### src/rtl/div_unit.sv
// Multi-cycle 32-bit restoring divider for DIV/DIVU.
// Returns {remainder, quotient} with a ready flag that releases the execute-stage stall.
module div_unit (
    input  logic        clk,
    input  logic        rst,
    input  logic        signed_div_i,
    input  logic [31:0] opdata1_i,
    input  logic [31:0] opdata2_i,
    input  logic        start_i,
    input  logic        annul_i,
    output logic [63:0] result_o,
    output logic        ready_o
);

    typedef enum logic [1:0] {
        FREE,
        BYZERO,
        ON,
        END
    } state_t;

    state_t      state_q, state_d;
    logic [5:0]  cnt_q, cnt_d;
    logic [64:0] work_q, work_d;
    logic [31:0] dvsrAbs_q, dvsrAbs_d;
    logic        negQuo_q, negQuo_d;
    logic        negRem_q, negRem_d;
    logic [63:0] result_q, result_d;
    logic        ready_q, ready_d;

    logic [31:0] dvndAbs;
    logic [31:0] dvsrAbs;
    logic [31:0] remFinal;
    logic [31:0] quoFinal;

    always_ff @(posedge clk) begin
        if (rst) begin
            state_q   <= FREE;
            cnt_q     <= 6'd0;
            work_q    <= 65'd0;
            dvsrAbs_q <= 32'd0;
            negQuo_q  <= 1'b0;
            negRem_q  <= 1'b0;
            result_q  <= 64'h0;
            ready_q   <= 1'b0;
        end else begin
            state_q   <= state_d;
            cnt_q     <= cnt_d;
            work_q    <= work_d;
            dvsrAbs_q <= dvsrAbs_d;
            negQuo_q  <= negQuo_d;
            negRem_q  <= negRem_d;
            result_q  <= result_d;
            ready_q   <= ready_d;
        end
    end

    always_comb begin
        state_d   = state_q;
        cnt_d     = cnt_q;
        work_d    = work_q;
        dvsrAbs_d = dvsrAbs_q;
        negQuo_d  = negQuo_q;
        negRem_d  = negRem_q;
        result_d  = result_q;
        ready_d   = ready_q;

        dvndAbs  = (signed_div_i && opdata1_i[31]) ? (32'd0 - opdata1_i) : opdata1_i;
        dvsrAbs  = (signed_div_i && opdata2_i[31]) ? (32'd0 - opdata2_i) : opdata2_i;
        remFinal = negRem_q ? (32'd0 - work_q[63:32]) : work_q[63:32];
        quoFinal = negQuo_q ? (32'd0 - work_q[31:0]) : work_q[31:0];

        // A flush wins over everything else, including a fresh request in FREE.
        if (annul_i) begin
            state_d  = FREE;
            cnt_d    = 6'd0;
            result_d = 64'h0;
            ready_d  = 1'b0;
        end else begin
            case (state_q)
                FREE: begin
                    result_d = 64'h0;
                    ready_d  = 1'b0;
                    if (start_i) begin
                        if (opdata2_i == 32'd0) begin
                            state_d = BYZERO;
                        end else begin
                            state_d   = ON;
                            cnt_d     = 6'd0;
                            work_d    = {33'd0, dvndAbs};
                            dvsrAbs_d = dvsrAbs;
                            negQuo_d  = signed_div_i & (opdata1_i[31] ^ opdata2_i[31]);
                            negRem_d  = signed_div_i & opdata1_i[31];
                        end
                    end
                end
                BYZERO: begin
                    state_d  = END;
                    result_d = 64'h0;
                    ready_d  = 1'b1;
                end
                ON: begin
                    if (cnt_q != 6'd32) begin
                        // Shift in the next dividend bit, then keep the trial subtraction if it did not borrow.
                        work_d = work_q << 1;
                        if (work_d[64:32] >= {1'b0, dvsrAbs_q}) begin
                            work_d[64:32] = work_d[64:32] - {1'b0, dvsrAbs_q};
                            work_d[0]     = 1'b1;
                        end
                        cnt_d = cnt_q + 6'd1;
                    end else begin
                        state_d  = END;
                        result_d = {remFinal, quoFinal};
                        ready_d  = 1'b1;
                    end
                end
                END: begin
                    if (!start_i) begin
                        state_d  = FREE;
                        result_d = 64'h0;
                        ready_d  = 1'b0;
                    end
                end
                default: begin
                    state_d  = FREE;
                    result_d = 64'h0;
                    ready_d  = 1'b0;
                end
            endcase
        end
    end

    assign result_o = result_q;
    assign ready_o  = ready_q;

endmodule

### config.mk
export PLATFORM = sky130hd
export DESIGN_NAME = div_unit
export DESIGN_NICKNAME = d
export VERILOG_FILES = /design/src/rtl/div_unit.sv
export SDC_FILE = /design/constraint.sdc
export NUM_CORES = 1
export LEC_CHECK = 0
export BUFFER_PORTS_ARGS = -buffer_cell sky130_fd_sc_hd__buf_2
export CORE_ASPECT_RATIO = 0.5
export CORE_MARGIN = 2
export CORE_UTILIZATION = 45
export CTS_CLUSTER_DIAMETER = 80
export DETAILED_ROUTE_END_ITERATION = 10
export HOLD_SLACK_MARGIN = 0.08
export SETUP_SLACK_MARGIN = 0.4
export SLEW_MARGIN = 20
export SYNTH_ARGS = -nofsm -noshare
export SYNTH_HDL_FRONTEND = slang
export SYNTH_SLANG_ARGS = --single-unit
### constraint.sdc
create_clock -name clk -period 9 [get_ports clk]
set_input_delay 0 -clock clk [delete_from_list [all_inputs] [get_ports clk]]
set_output_delay 0 -clock clk [all_outputs]
set_load 0.01 [all_outputs]
==> run metrics <==
Clock power frac 36.9%; Ys Warns 0; Die Footprint 25500 um2; Crit Path Category reg2reg; number of global-route vias before repair 9881; Rows 40; share of cells above drive strength 1 12.9%; setup TNS 0 ps; RSZ-0062 raised after global routing false; Net Sw Frac 30.7%; # IOs 134; reg2reg path depth 12; Core Area 23900 um2; final worst slack 5310 ps; XOR/XNOR Fraction of Synth Area 12.4%; CP endpoint kind register; combinational share of power 21.9%; DRT Wirelength 31100 um; register-to-register path setup slack 5310 ps; Worst Setup Start Kind register; drt wl/cell 16.6 um; Adder-Cell Fraction of Synth Area 5.02%; Synth Area in Simple Gates 19.5%; post-synthesis mux area share 2.12%; GP Congestion 0.946; DRC 0; Final Skew 7.00 ps; Port Buffers 133; Inserted Clock Buffers 17; worst slack, placed 5310 ps; Post-DP Area 11700 um2; ys async rst share 0%; starting DRC count in detailed routing 719; Slew HR 29.2%; Min-Delay Path Depth 5; syn_nets 1511; TritonRoute pass-1 iters 5; post-synthesis compound-gate area fraction 24.5%; Worst Path Max Fanout 4; clk_lat worst skew 450 ps; Mapped Area 10900 um2; grt total ovfl 0; crit path DAT 4020 ps; worst r2r dst work_q[60]; P per Cell Area 153 nW/um2; Max Fclk 0.271 GHz; Distinct cells, synth 70; number of flops mapped to enable cells by yosys 0; post-route ant nets 0; sequential area share after synthesis 31.5%; Avg Inst Size Synth 7.77 um2; H-tree depth 4; Max-Cap Viols 0; initial antenna violation count 0; sequential group share of total power 41.2%; routed vias 10600; reg2reg start work_q[31]; Die X 224 um; ys flop type dfxtp_1; Post-DP HPWL 22500 um; Psw 605 uW; # setup viols final 0; CTS tree built; Root Driver clkbuf_16; worst slew pin tran 1060 ps; LEAKAGE 0.00531 uW; Bufs on Longest Clock Path 2; largest family of logic cells by synthesized area compound AO/OA/AOI/OAI gates; maximum vdd drop 0.118 mV; crit path time final 3690 ps; Max Transition Viols Final 0; Tightest Hold Check Type in2reg; starting density of the core 45.5%; Ant. Diodes 0; largest net degree at the start of global routing 79; Area Overhead vs Synth 18.6%; Worst Setup SP work_q[31]; Vias per Instance 5.66; Hold Vio Cnt, Final 0; Post-CTS Setup Bufs 0; Hold Crit Start opdata1_i[22]; commonest non-fill, non-tap cell in the layout nand2_1; Worst EP required 9320 ps; run status completed; first-pass GRT wire length 50300 um; CTS clock-pin slew for the worst setup and hold paths 70 ps; Final Cycle Share 41.0%; Die H 114 um; most frequent cells in the layout 181 x nand2_1, 171 x dfxtp_1, 133 x buf_2; final non-filler cell area 12900 um2; clock sink count 171; layout net count 1655; end of the worst hold path work_q[22]; #FFs+latches synth 171; Post-Syn Instances 1399; total global-route track usage 24.5%; Int Pwr 1360 uW
registers in the layout (all words and copies together) (netlist names):
name / flops
work_q: 64
negQuo_q: 1
dvsrAbs_q: 32
cnt_q: 6
result_o: 64
ready_o: 1
negRem_q: 1
state_q: 2
power by group through the flow:
stage	Sequential (uW)	Clock, uW	Combinational, uW
final	812	726	431
after detailed placement	828	0	403
after floorplan	820	0	298
after global routing	816	774	477
after CTS	811	742	428
after global placement	827	0	399
routing by layer:
layer | wire length, um | global-route usage [%] | vias to the layer above
li1 | - | - | 5269
met1 | 14600 | 32.4 | 5075
met2 | 14900 | 41.5 | 214
met3 | 1100 | 4.10 | 30
met4 | 461 | 7.11 | 0
met5 | 0 | 0 | -
final cells by class:
| type | count | area [um2] |
|---|---|---|
| repair buffers | 208 | 1380 |
| multi-input cells | 1085 | 6910 |
| clock inverters | 11 | 120 |
| well taps | 315 | 394 |
| clock buffers | 21 | 440 |
| flip-flops and latches | 171 | 3420 |
| fillers | 2279 | 11000 |
| inverters | 60 | 225 |
worst max-delay path by stage:
| stage | to | slack [ps] | depth (start not counted) |
|---|---|---|---|
| after floorplan | work_q[60] | 6090 | 12 |
| after global placement | work_q[60] | 5430 | 12 |
| after detailed placement | work_q[60] | 5310 | 12 |
| after CTS | work_q[60] | 5290 | 12 |
| after global routing | work_q[60] | 5010 | 12 |
| final | work_q[60] | 5310 | 12 |
cells in the mapped netlist (all sizes together), types with 20 or more instances:
master | n | area share [%]
inv | 60 | 2.1
nor3 | 21 | 0.97
a21oi | 98 | 4.5
nor2 | 125 | 4.4
clkbuf | 71 | 2.5
a211oi | 32 | 2.2
dfxtp | 171 | 31
xor2 | 68 | 5.5
ha | 42 | 4.8
a22oi | 29 | 2.0
o21ai | 111 | 5.1
a21o | 21 | 1.4
xnor2 | 86 | 6.9
nand3 | 24 | 1.1
mux2i | 23 | 2.1
nand2 | 181 | 6.2
or4 | 20 | 1.5
a22o | 24 | 1.9
stage by stage:
| step | hold WS (ps) | std cells | power (uW) | utilization [%] |
|---|---|---|---|---|
| final | 101 | 1871 | 1970 | 54.0 |
| after global routing | 118 | 1871 | 2070 | 54.0 |
| after CTS | 82.0 | 1871 | 1980 | 54.0 |
| after detailed placement | 287 | 1777 | 1230 | 49.1 |
| after global placement | 280 | 1777 | 1230 | 49.1 |
| after floorplan | 136 | 1399 | 1120 | - |
worst max-delay path, stage by stage (launching register included):
cell      delay (ps)
dfxtp_1          330
inv_1            110
ha_1             170
inv_1             50
fa_1             400
a21o_1           190
a221oi_1         570
o21ai_0          280
o21ai_0          450
a211oi_1         280
o41ai_1          450
xor2_1           200
o21ai_0           90
cell families after synthesis:
logic type                 Yosys count
AOI/OAI and AO/OA                  411
muxes                               23
and+or+nand+nor                    454
adders and majority gates           43
buffers and inverters              143
DFF                                171
xor gates and xnor gates           154
what timing repair did:
item,in CTS,in global routing
gates resized for setup,0,0
hold buffers,62,0
endpoints found under the setup margin,0,0
hold endpoints to repair,61,0
Power figures use the tool's default switching activity.
